## config.mk

```make
export PLATFORM = sky130hd
export DESIGN_NAME = mdu_seq
export DESIGN_NICKNAME = d
export VERILOG_FILES = /design/src/rtl/mdu_seq.sv
export SDC_FILE = /design/constraint.sdc
export NUM_CORES = 1
export LEC_CHECK = 0
export CAP_MARGIN = 40
export CORE_MARGIN = 8
export CORE_UTILIZATION = 30
export CTS_BUF_LIST = sky130_fd_sc_hd__clkbuf_2
export CTS_CLUSTER_SIZE = 20
export DETAILED_ROUTE_END_ITERATION = 10
export PLACE_DENSITY_LB_ADDON = 0.3
export SYNTH_ARGS = -nofsm -noshare
export SYNTH_HDL_FRONTEND = slang
export SYNTH_SLANG_ARGS = --single-unit
```

## constraint.sdc

```tcl
create_clock -name CLK -period 5.6 [get_ports CLK]
set_input_delay 1.4 -clock CLK [delete_from_list [all_inputs] [get_ports CLK]]
set_output_delay 1.4 -clock CLK [all_outputs]
set_load 0.1 [all_outputs]
```

## src/rtl/mdu_seq.sv

```systemverilog
// Sequential multiply/divide unit: one shift-add or restoring shift-subtract step per cycle.
// Define MDU_SIGNED_EN to honour the Signed input; without it every operation is unsigned.
module mdu_seq #(
   parameter int WIDTH = 32
) (
   input  logic             CLK,
   input  logic             Reset,
   input  logic             Start,
   input  logic [1:0]       Op,
   input  logic             Signed,
   input  logic [WIDTH-1:0] Operand1,
   input  logic [WIDTH-1:0] Operand2,
   input  logic [3:0]       WA3,
   output logic [WIDTH-1:0] Result,
   output logic             Busy,
   output logic             Done,
   output logic             DivZero,
   output logic [3:0]       MCycleWA3,
   output logic             MPushIn
);

   localparam int CW = $clog2(WIDTH + 1);
   localparam logic [WIDTH-1:0] MOST_NEG = {1'b1, {(WIDTH-1){1'b0}}};

`ifdef MDU_SIGNED_EN
   localparam bit SIGNED_EN = 1'b1;
`else
   localparam bit SIGNED_EN = 1'b0;
`endif

   typedef enum logic [1:0] {IDLE, RUN, DONE} state_t;

   state_t state, state_next;

   logic [CW-1:0]      count;
   logic [2*WIDTH-1:0] acc;
   logic [WIDTH-1:0]   opb;
   logic [1:0]         op;
   logic               neg_main;
   logic               neg_rem;
   logic               ovf;

   logic               accept;
   logic               div_zero;
   logic               sign_mode;
   logic               neg1;
   logic               neg2;
   logic               ovf_req;
   logic               last_step;
   logic [WIDTH-1:0]   mag1;
   logic [WIDTH-1:0]   mag2;
   logic [WIDTH:0]     mul_sum;
   logic [WIDTH:0]     div_shift;
   logic [WIDTH:0]     div_diff;
   logic               div_ok;
   logic [2*WIDTH-1:0] step_acc;
   logic [2*WIDTH-1:0] prod_fix;
   logic [WIDTH-1:0]   quot_fix;
   logic [WIDTH-1:0]   rem_fix;
   logic [WIDTH-1:0]   result_next;

   assign accept    = Start && (state != RUN);
   assign div_zero  = Op[1] && (Operand2 == '0);
   assign sign_mode = SIGNED_EN && Signed;
   assign neg1      = sign_mode && Operand1[WIDTH-1];
   assign neg2      = sign_mode && Operand2[WIDTH-1];
   assign mag1      = neg1 ? -Operand1 : Operand1;
   assign mag2      = neg2 ? -Operand2 : Operand2;
   assign last_step = (count == CW'(WIDTH));

`ifdef MDU_SIGNED_EN
   assign ovf_req = sign_mode && Op[1] && (Operand1 == MOST_NEG) && (Operand2 == '1);
`else
   assign ovf_req = 1'b0;
`endif

   // The accumulator holds {high, low} of the product or {remainder, quotient} of the division.
   assign mul_sum   = {1'b0, acc[2*WIDTH-1:WIDTH]} + (acc[0] ? {1'b0, opb} : '0);
   assign div_shift = {acc[2*WIDTH-1:WIDTH], acc[WIDTH-1]};
   assign div_diff  = div_shift - {1'b0, opb};
   assign div_ok    = ~div_diff[WIDTH];
   assign step_acc  = op[1] ? {(div_ok ? div_diff[WIDTH-1:0] : div_shift[WIDTH-1:0]), acc[WIDTH-2:0], div_ok}
                            : {mul_sum, acc[WIDTH-1:1]};

   assign prod_fix = neg_main ? -acc : acc;
   assign quot_fix = neg_main ? -acc[WIDTH-1:0] : acc[WIDTH-1:0];
   assign rem_fix  = neg_rem ? -acc[2*WIDTH-1:WIDTH] : acc[2*WIDTH-1:WIDTH];

   always_comb begin
      result_next = '0;
      case (op)
         2'b00:   result_next = prod_fix[WIDTH-1:0];
         2'b01:   result_next = prod_fix[2*WIDTH-1:WIDTH];
         2'b10:   result_next = ovf ? MOST_NEG : quot_fix;
         default: result_next = ovf ? '0 : rem_fix;
      endcase
   end

   always_ff @(posedge CLK or posedge Reset) begin
      if (Reset) state <= IDLE;
      else       state <= state_next;
   end

   // A zero divisor bypasses the iteration and completes straight away.
   always_comb begin
      state_next = state;
      case (state)
         IDLE, DONE: begin
            if (Start) state_next = div_zero ? DONE : RUN;
            else       state_next = IDLE;
         end
         RUN:     if (last_step) state_next = DONE;
         default: state_next = IDLE;
      endcase
   end

   always_comb begin
      Busy = 1'b0;
      Done = 1'b0;
      case (state)
         RUN:     Busy = 1'b1;
         DONE:    Done = 1'b1;
         default: ;
      endcase
   end

   always_ff @(posedge CLK or posedge Reset) begin
      if (Reset) begin
         count     <= '0;
         acc       <= '0;
         opb       <= '0;
         op        <= '0;
         neg_main  <= 1'b0;
         neg_rem   <= 1'b0;
         ovf       <= 1'b0;
         Result    <= '0;
         DivZero   <= 1'b0;
         MCycleWA3 <= '0;
      end else if (accept) begin
         count     <= '0;
         acc       <= {{WIDTH{1'b0}}, mag1};
         opb       <= mag2;
         op        <= Op;
         neg_main  <= neg1 ^ neg2;
         neg_rem   <= neg1;
         ovf       <= ovf_req;
         DivZero   <= div_zero;
         MCycleWA3 <= WA3;
         if (div_zero) Result <= Op[0] ? Operand1 : '1;
      end else if (state == RUN) begin
         if (last_step) begin
            Result <= result_next;
         end else begin
            acc   <= step_acc;
            count <= count + CW'(1);
         end
      end
   end

   always_ff @(posedge CLK or posedge Reset) begin
      if (Reset) MPushIn <= 1'b0;
      else       MPushIn <= Done;
   end

endmodule
```

=== Word level (Yosys, flattened, before mapping) ===
Cells that the tools add are included.

* Register bits after elaboration: 144

* Equality and inequality tests: 8
* Muxes and demuxes: 21
* Add/subtract/negate cells: 3
* Reduce and logical (&&, ||, !) cells: 11
* Bitwise logic cells: 1

{| class="wikitable"
|+ Operator list
! cell !! count
|-
| $mux 32 || 8
|-
| $mux 64 || 4
|-
| $add 32x32->33 || 1
|-
| $sub 33x32->33 || 1
|-
| $logic_not 32->1 || 1
|-
| $mux 6 || 3
|-
| $add 6x1->6 const B || 1
|-
| $eq 6x6->1 const B || 1
|-
| $mux 2 || 3
|-
| $eq 2x2->1 const B || 2
|-
| $logic_not 2->1 || 2
|-
| $ne 2x1->1 const B || 2
|-
| $ne 2x2->1 const B || 2
|-
| $pmux 2 s2 || 1
|-
| $reduce_bool 2->1 || 2
|-
| $reduce_or 2->1 || 2
|-
| $reduce_and 3->1 || 1
|-
| $eq 2x1->1 const B || 1
|-
| $logic_and 1x1->1 || 2
|-
| $mux 1 || 2
|-
| $reduce_and 2->1 || 1
|-
| $not 1->1 || 1
|}

=== Longest topological paths before layout ===
Gate-level depths: netlist of the first run.

* Word-level depth: 6
* Gate-level depth with buffers: 15

=== Worst setup path before layout of the first run ===
OpenSTA, ideal clock, no wires.

* Path type: flip-flop to flip-flop
* Start: register acc[0]
* End: register acc[63]
* Path slack: 2231 ps
* Arrival time: 3280 ps
* Setup time: 88 ps
* Period minus slack after synthesis: 3369 ps
* Cell stages (with the launch flop): 16
* Required time: 5512 ps
* Path through: dfrtp_1 clkbuf_1 and2_1 ha_1 inv_1 fa_1 nand2b_1 a21oi_1 o41ai_2 o21ai_1 nand2_1 a211o_1 a21oi_1 a221oi_1 o311a_1 a41oi_1

* Cells in the longest elaborated chain, start to end: 6

{| class="wikitable"
|+ Ends and longest elaborated chain
! item !! line !! RTL
|-
| start, declared || 36 || <nowiki>logic [2*WIDTH-1:0] acc;</nowiki>
|-
| start signal, assigned || 141 || <nowiki>acc <= {{WIDTH{1'b0}}, mag1};</nowiki>
|-
| start signal, assigned || 154 || <nowiki>acc <= step_acc;</nowiki>
|-
| $mux 32 || 78 || <nowiki>assign mul_sum = {1'b0, acc[2*WIDTH-1:WIDTH]} + (acc[0] ? {1'b0, opb} : '0);</nowiki>
|-
| $add 32x32->33 || 78 ||
|-
| $mux 64 || 82 || <nowiki>assign step_acc = op[1] ? {(div_ok ? div_diff[WIDTH-1:0] : div_shift[WIDTH-1:0]), acc[WIDTH-2:0], div_ok}</nowiki>
|-
| $mux 64 || 151 || <nowiki>if (last_step) begin</nowiki>
|-
| $mux 64 || 150 || <nowiki>end else if (state == RUN) begin</nowiki>
|-
| $mux 64 || 139 || <nowiki>end else if (accept) begin</nowiki>
|}

Every way passes these cells. The select of a mux whose other input is x is not followed.
A chain may end at the register's enable or synchronous reset.

=== Worst setup path in the final report of the first run ===
Ends and elaborated chain as after synthesis.

==> impl_metrics.py, run 1 <==
metrics = {
    "die": {
        "pin_count": 114,
        "coreArea_um2": 34600,
        "num_rows": 68,
        "die_h_um": 204,
        "die_w_um": 204,
        "start_util": 0.305,
        "dieArea_um2": 41500,
    },
    "sta": {
        "drv_slew": 0,
        "max_slew_margin": 0.472,
        "period_share": 0.764,
        "rsz0062_at_grt": "no",
        "fmax_mhz": 234,
        "hold_violations": 0,
        "skew_ps": 38.4,
        "tightest_slew_ps": 772,
        "setup_violations": 0,
        "period_needed_ps": 4280,
        "finalSetupTns_ps": 0,
    },
    "cts": {
        "clk_pin_slew_ps": 280,
        "cts_tree": "yes",
        "holdBufCountCts": 0,
        "h-tree-depth": 4,
        "cts_resized": 0,
        "worst_skew_pair.late_latency_ps": 770,
        "root_buffer": "clkbuf_2",
        "post-cts-setup-buffers": 0,
        "cts_buffer_depth": 2,
        "cts_num_sinks": 144,
        "cts_inserted_buffers": 17,
    },
    "global_routing": {
        "gr-usage-all-layers": 0.161,
        "grt_overflow": 0,
        "grt_pass1_vias": 9513,
        "grt_max_degree": 120,
        "grt_pass1_wl_mm": 53.5,
        "antenna_found_initial": 1,
    },
    "final_layout": {
        "postLayoutCoreUtil": 0.381,
        "syn2layout_area_growth_pct": 24.7,
        "layout-drive-gt1-share": 0.101,
        "nFillCells": 3523,
        "nets": 1476,
        "instances_no_fill": 1803,
    },
    "critical_path": {
        "critPathKind": "reg -> reg",
        "cp.required_ps": 6280,
        "cp_max_fo": 12,
        "r2r_slack_ps": 1320,
        "cp-start-kind": "flop",
        "r2r_start": "acc[0]$_DFFE_PP0P_",
        "reg2regPathDepth": 14,
        "critical_path_arrival_ps": 4960,
        "end_kind": "flop",
        "reg2reg_to": "acc[63]$_DFFE_PP0P_",
    },
    "placement": {
        "place_congestion": 0.877,
        "dp.cells": 1770,
        "port_buffers": 112,
        "hpwl_mm": 25.5,
    },
    "synthesis": {
        "synth.avg_cell_area_um2": 8.71,
        "synth_nets": 1357,
        "async_flop_share": 1.00,
        "yosysWarnings": 0,
        "synth_edf_count": 0,
        "synth-seq-cells": 144,
        "dominantRegCellSynth": "dfrtp_1",
        "syn_area_um2": 10600,
        "synthCells": 1215,
        "yosys.cell_types.count": 68,
        "ys_seq_area_frac": 0.341,
    },
    "min_path": {
        "hold_depth": 1,
        "hold_class": "reg -> reg",
        "hold_path_end": "MPushIn$_DFF_PP0_",
        "min_from": "state[0]$_DFFE_PP0P_",
    },
    "routing": {
        "first_pass_iters": 5,
        "ant_nets": 0,
        "first_iter_violations": 735,
        "viasPerCell": 5.28,
        "wire_per_inst_um": 18.6,
        "drc": 0,
        "drt-total-wl_mm": 33.5,
        "dr_total_vias": 9517,
    },
    "job": {
        "maxCapViolCount": 0,
    },
    "run_status": {
        "status": "finished clean",
    },
}
worst max-delay path: stages, from the launching register on:
cell and delay (ps):
dfrtp_1 680, and2_1 200, ha_1 190, inv_1 70
fa_1 400, nand2b_1 210, a21oi_1 300, o41ai_2 170
o21ai_1 370, nand2_1 180, a211o_1 380, a21oi_1 320
a221oi_1 200, o311a_1 360, a41oi_1 170
cells in the mapped netlist, types with 12 or more instances:
cell	n	share of area
o21ai_0	136	0.064
mux2i_1	48	0.045
a221o_1	34	0.032
a21oi_1	64	0.030
nand2b_1	13	0.0077
xnor2_1	34	0.028
inv_1	46	0.016
nand3b_1	34	0.024
nand3_1	12	0.0057
o21ai_1	20	0.0095
a21o_1	29	0.021
and2_1	35	0.021
mux2_2	29	0.031
a22oi_1	15	0.011
dfrtp_1	144	0.34
a31oi_1	12	0.0071
xor2_1	21	0.017
clkbuf_1	54	0.019
nand2_1	133	0.047
ha_1	66	0.078
nor2_1	80	0.028
through the flow:
step	hold slack (ps)	instance area (µm²)	worst slack, ps
2_1_floorplan	464	10600	334
3_3_place_gp	464	12200	1320
3_5_place_dp	466	12900	1280
4_1_cts	498	13200	1340
5_1_grt	547	13200	1050
6_report	497	13200	1320
per-layer routing:
layer | wire length [µm] | global-route usage | share of wire | up-vias
met4 | 519 | 0.0355 | 0.016 | 0
met5 | 0 | 0 | 0 | -
met1 | 16400 | 0.230 | 0.49 | 4569
met2 | 14500 | 0.243 | 0.43 | 252
li1 | - | - | - | 4656
met3 | 2040 | 0.0370 | 0.061 | 40
cells in the final DEF (no fill, tap or decap), types with 7 or more instances in the layout:
cell type / n
a211oi_1: 10
a21o_1: 29
a21oi_1: 63
a221o_1: 34
a22oi_1: 15
a31oi_1: 11
and2_1: 35
buf_16: 12
buf_4: 12
buf_8: 31
clkbuf_2: 18
clkdlybuf4s50_1: 112
dfrtp_1: 143
ha_1: 66
inv_1: 45
inv_6: 7
mux2_2: 29
mux2i_1: 48
nand2_1: 133
nand2b_1: 13
nand3_1: 12
nand3b_1: 34
nand4_1: 8
nor2_1: 78
nor2b_1: 10
nor3_1: 10
o21a_1: 8
o21ai_0: 136
o21ai_1: 20
o21bai_1: 7
xnor2_1: 34
xor2_1: 20
flip-flops by register name (all words and copies together) (netlist names):
signal	cells
count	6
state	2
opb	32
Result	32
DivZero	1
MPushIn	1
acc	64
MCycleWA3	4
op	2
kinds of logic after synthesis:
group,synth area share
buffers and inverters,0.0419
multiplexers,0.0763
XOR/XNOR,0.0481
AND/OR/NAND/NOR,0.176
AO/OA/AOI/OAI,0.236
adder cells (fa/ha/maj),0.0819
flip-flops,0.341
how the worst max path moves through the flow:
stage                            start                      to  slack (ps)  depth (start not counted)
floorplan                        Reset     DivZero$_DFFE_PP0P_         330                          1
global placement           Operand2[6]  Result[14]$_DFFE_PP0P_        1320                          9
detailed placement         Operand2[6]   Result[8]$_DFFE_PP0P_        1280                          9
CTS                 acc[0]$_DFFE_PP0P_     acc[63]$_DFFE_PP0P_        1340                         14
global route        acc[0]$_DFFE_PP0P_     acc[63]$_DFFE_PP0P_        1050                         14
finish              acc[0]$_DFFE_PP0P_     acc[63]$_DFFE_PP0P_        1320                         14
cell type report:
| cell class | instances | area, µm² | area share |
|---|---|---|---|
| well taps | 455 | 569 | 0.0432 |
| multi-input cells | 957 | 6570 | 0.498 |
| clock buffers | 18 | 90.1 | 0.00683 |
| diodes | 1 | 2.50 | 0.000190 |
| repair buffers | 168 | 2030 | 0.154 |
| inverters | 46 | 178 | 0.0135 |
| flip-flops and latches | 144 | 3600 | 0.273 |
| clock inverters | 14 | 146 | 0.0111 |
Power of run 1 is not shown: default switching activity piles up to over one toggle a cycle in this logic, so the estimate is an artifact.
==> run 2: changes to the inputs <==
clock period = 3.8 ns   (was 5.6 ns; I/O delays follow)
==> impl_metrics.py, run 2 (synthesis gave the netlist of run 1 again) <==
metrics = {
    "critical_path": {
        "critPathMostFrequentCell": "buf_4",
        "cp-start-kind": "flop",
        "cp_max_fo": 4,
        "critPathMaxStageDelay_ps": 410,
        "critical_path_arrival_ps": 4230,
        "slowest_stage": "dfrtp_1",
        "crit_chain": "inv_1 > ha_1 > fa_1 > and2b_1 > o2111ai_1 > and3_1 > nor4b_4 > nor3_2 > o31a_4 > xnor2_4 > buf_4 > buf_4 > o22ai_1 > a31oi_1 > o21ai_1",
        "critPathKind": "reg -> reg",
        "cp.required_ps": 4460,
        "end_kind": "flop",
    },
    "routing": {
        "viasPerCell": 5.30,
        "first_pass_iters": 6,
        "drc": 0,
        "drt-total-wl_mm": 34.1,
        "first_iter_violations": 814,
        "ant_nets": 0,
        "dr_total_vias": 9710,
        "wire_per_inst_um": 18.6,
    },
    "cts": {
        "h-tree-depth": 4,
        "worst_skew_pair.late_latency_ps": 780,
        "cts_num_sinks": 144,
        "cts_buffer_depth": 2,
        "root_buffer": "clkbuf_2",
        "cts_tree": "yes",
        "cts_inserted_buffers": 17,
        "clk_pin_slew_ps": 290,
        "holdBufCountCts": 0,
    },
    "global_routing": {
        "grt_pass1_vias": 9669,
        "grt_overflow": 0,
        "gr-usage-all-layers": 0.165,
        "antenna_found_initial": 2,
        "grt_pass1_wl_mm": 54.6,
        "grt_max_degree": 175,
    },
    "final_layout": {
        "multi_input_area_um2": 6570,
        "syn2layout_area_growth_pct": 26.2,
        "mostFrequentLayoutCell": "dfrtp_1",
        "nets": 1505,
        "regMostFlops": "acc",
        "largest_register_ffs": 64,
        "seq_area_um2": 3600,
        "reg.largest.list": "acc: 64 flops, Result: 32 flops, opb: 32 flops",
        "postLayoutCoreUtil": 0.385,
        "final_cell_mix": "dfrtp_1, o21ai_0, nand2_1",
        "layout-drive-gt1-share": 0.122,
        "nFillCells": 3457,
    },
    "sta": {
        "period_needed_ps": 3570,
        "drv_slew": 0,
        "period_share": 0.939,
        "max_slew_margin": 0.396,
        "rsz0062_at_grt": "no",
        "hold_slack_ps": 429,
        "tightest_slew_ps": 903,
        "fmax_mhz": 280,
        "finalSetupTns_ps": 0,
        "hold_violations": 0,
        "setup_violations": 0,
        "skew_ps": 58.0,
    },
    "min_path": {
        "hold_class": "in -> async",
    },
    "job": {
        "maxCapViolCount": 0,
    },
    "die": {
        "die_h_um": 204,
        "start_util": 0.305,
        "num_rows": 68,
        "pin_count": 114,
        "coreArea_um2": 34600,
        "dieArea_um2": 41500,
        "die_w_um": 204,
    },
    "placement": {
        "hpwl_mm": 25.9,
        "place_congestion": 0.899,
        "port_buffers": 112,
    },
    "run_status": {
        "status": "finished clean",
    },
}
==> run 2: cell type report <==
| class | instances | area share |
|---|---|---|
| inverter | 46 | 0.0132 |
| clock buffer | 17 | 0.00637 |
| clock inverter | 15 | 0.0109 |
| tap | 455 | 0.0426 |
| timing repair buffer | 197 | 0.164 |
| sequential | 144 | 0.270 |
| antenna | 1 | 0.000187 |
| multi-input combinational | 957 | 0.492 |
==> run 2: final timing paths <==
kind	startpoint	end	slack (ps)	cells after the start
setup / recovery	acc[31]$_DFFE_PP0P_	acc[35]$_DFFE_PP0P_	230	15
hold / removal	Reset	Result[26]$_DFFE_PP0P_	430	2
setup reg to reg	acc[31]$_DFFE_PP0P_	acc[35]$_DFFE_PP0P_	230	15
hold reg to reg	state[0]$_DFFE_PP0P_	MPushIn$_DFF_PP0_	490	1
max in group asynchronous	Reset	acc[14]$_DFFE_PP0P_	2540	3
min in group CLK	state[0]$_DFFE_PP0P_	MPushIn$_DFF_PP0_	490	1
==> run 2: what timing repair did <==
item | CTS | global route
endpoints found under the setup margin | 0 | 4
gates resized for setup | 0 | 4
buffers inserted | 0 | 2
==> run 2: per-layer routing <==
metal	GRT usage	vias up	wire, µm
met4	0.0370	0	469
li1	-	4722	-
met5	0	-	0
met2	0.251	298	14700
met1	0.236	4650	16700
met3	0.0327	40	2170
==> run 2: critical path, delay by kind of cell (launching register included) <==
family / cells / cell delay (ps)
adder cells (fa/ha/maj): 2 / 600
AO/OA/AOI/OAI: 5 / 860
buffers and inverters: 3 / 350
flip-flops: 1 / 410
AND/OR/NAND/NOR: 4 / 950
XOR/XNOR: 1 / 270
==> run 2: stage by stage <==
step / cells / setup WS (ps) / area (µm²)
5_1_grt: 1832 / 8.51 / 13300
6_report: 1832 / 230 / 13300
2_1_floorplan: 1215 / 431 / 10600
3_5_place_dp: 1797 / 206 / 13100
3_3_place_gp: 1760 / 234 / 12400
4_1_cts: 1829 / 125 / 13300
Power of run 2 is left out for the same reason.
==> run 3: changes to the inputs <==
GPL_ROUTABILITY_DRIVEN = 0   (was unset)
==> impl_metrics.py, run 3 (synthesis gave the netlist of run 1 again) <==
metrics = {
    "die": {
        "die_h_um": 204,
        "coreArea_um2": 34600,
        "num_rows": 68,
        "pin_count": 114,
        "die_w_um": 204,
        "dieArea_um2": 41500,
        "start_util": 0.305,
    },
    "job": {
        "maxCapViolCount": 0,
    },
    "cts": {
        "cts_inserted_buffers": 17,
        "cts_tree": "yes",
        "holdBufCountCts": 0,
        "cts_num_sinks": 144,
        "clk_pin_slew_ps": 300,
        "cts_buffer_depth": 2,
        "root_buffer": "clkbuf_2",
        "worst_skew_pair.late_latency_ps": 800,
        "h-tree-depth": 4,
    },
    "critical_path": {
        "crit_chain": "and2_1 > ha_1 > inv_1 > fa_1 > nand2b_1 > a21oi_2 > o41ai_2 > o21ai_2 > nand2_1 > a211o_1 > a21oi_1 > a221oi_1 > o311a_1 > a41oi_1",
        "cp.required_ps": 4510,
        "r2r_start": "acc[0]$_DFFE_PP0P_",
        "reg2reg_to": "acc[63]$_DFFE_PP0P_",
        "r2r_slack_ps": 190,
        "reg2regPathDepth": 14,
        "cp-start-kind": "flop",
        "slowest_stage": "dfrtp_2",
        "cp_top_family": "compound AO/OA/AOI/OAI gates",
        "end_kind": "flop",
        "critical_path_arrival_ps": 4320,
        "critPathKind": "reg -> reg",
        "path_buf_inv": 1,
        "cp_max_fo": 7,
        "critPathMaxStageDelay_ps": 500,
    },
    "sta": {
        "setup_violations": 0,
        "finalSetupTns_ps": 0,
        "hold_slack_ps": 468,
        "rsz0062_at_grt": "no",
        "hold_violations": 0,
        "skew_ps": 71.1,
        "max_slew_margin": 0.391,
        "tightest_slew_ps": 911,
        "period_share": 0.950,
        "fmax_mhz": 277,
        "period_needed_ps": 3610,
        "drv_slew": 0,
    },
    "final_layout": {
        "largest_register_ffs": 64,
        "instances_no_fill": 1837,
        "seq_area_um2": 3610,
        "reg.largest.list": "acc: 64 flops, Result: 32 flops, opb: 32 flops",
        "stdcell_area_um2": 13500,
        "syn2layout_area_growth_pct": 27.5,
        "mostFrequentLayoutCell": "dfrtp_1",
        "nets": 1510,
        "regMostFlops": "acc",
        "nFillCells": 3461,
        "layout-drive-gt1-share": 0.126,
        "multi_input_area_um2": 6560,
        "final_cell_mix": "dfrtp_1, o21ai_0, nand2_1",
    },
    "placement": {
        "port_buffers": 112,
        "placed_cell_area_um2": 13200,
        "dp.cells": 1804,
        "hpwl_mm": 25.5,
    },
    "global_routing": {
        "grt_pass1_wl_mm": 53.9,
        "antenna_found_initial": 3,
        "grt_max_degree": 123,
        "grt_overflow": 0,
        "grt_pass1_vias": 9552,
        "gr-usage-all-layers": 0.162,
    },
    "routing": {
        "drc": 0,
        "first_pass_iters": 5,
        "wl_met3_mm": 1.99,
        "drt-total-wl_mm": 33.7,
        "first_iter_violations": 862,
        "wl_met2_mm": 14.6,
        "viasPerCell": 5.26,
        "wire_per_inst_um": 18.3,
        "ant_nets": 0,
        "met1_length_mm": 16.7,
        "top_layer": "met4",
        "dr_total_vias": 9665,
    },
    "min_path": {
        "hold_class": "in -> async",
    },
    "run_status": {
        "status": "finished clean",
    },
}
run 3: cell types whose count changed in the layout (fill, tap and decap cells not counted), sizes merged:
| cell | change |
|---|---|
| clkinvlp | -1 |
| inv | +2 |
| clkinv | -2 |
| bufinv | +1 |
| buf | +5 |
run 3: repair_timing:
item | in CTS | in global routing
gates resized for setup | 1 | 3
pin swaps | 0 | 1
setup buffers | 0 | 0
hold endpoints to repair | 0 | 0
setup endpoints to repair | 1 | 6
run 3: metrics by stage:
stage / setup WS, ps / util
global route: 6.31 / 0.389
CTS: 50.9 / 0.389
detailed placement: 72.3 / 0.381
finish: 188 / 0.389
floorplan: 431 / -
global placement: 116 / 0.361
run 3: worst max-delay path by stage:
stage	start	to	slack (ps)	depth (start not counted)
CTS	acc[0]$_DFFE_PP0P_	acc[63]$_DFFE_PP0P_	50	14
detailed placement	acc[0]$_DFFE_PP0P_	acc[63]$_DFFE_PP0P_	70	14
global placement	acc[0]$_DFFE_PP0P_	acc[63]$_DFFE_PP0P_	120	14
floorplan	acc[0]$_DFFE_PP0P_	acc[63]$_DFFE_PP0P_	430	15
global route	acc[0]$_DFFE_PP0P_	acc[62]$_DFFE_PP0P_	6	14
finish	acc[0]$_DFFE_PP0P_	acc[63]$_DFFE_PP0P_	190	14
run 3: routing by layer:
metal,up-vias,GRT usage
li1,4751,-
met1,4627,0.235
met2,261,0.245
met3,26,0.0303
met4,0,0.0381
met5,-,0
run 3: cell type report:
type | count | area share
Clock buffer | 17 | 0.00631
Antenna cell | 1 | 0.000186
Multi-Input combinational cell | 957 | 0.487
Inverter | 46 | 0.0131
Clock inverter | 15 | 0.0141
Timing Repair Buffer | 202 | 0.170
Sequential cell | 144 | 0.267
Tap cell | 455 | 0.0422
Power of run 3 is left out for the same reason.
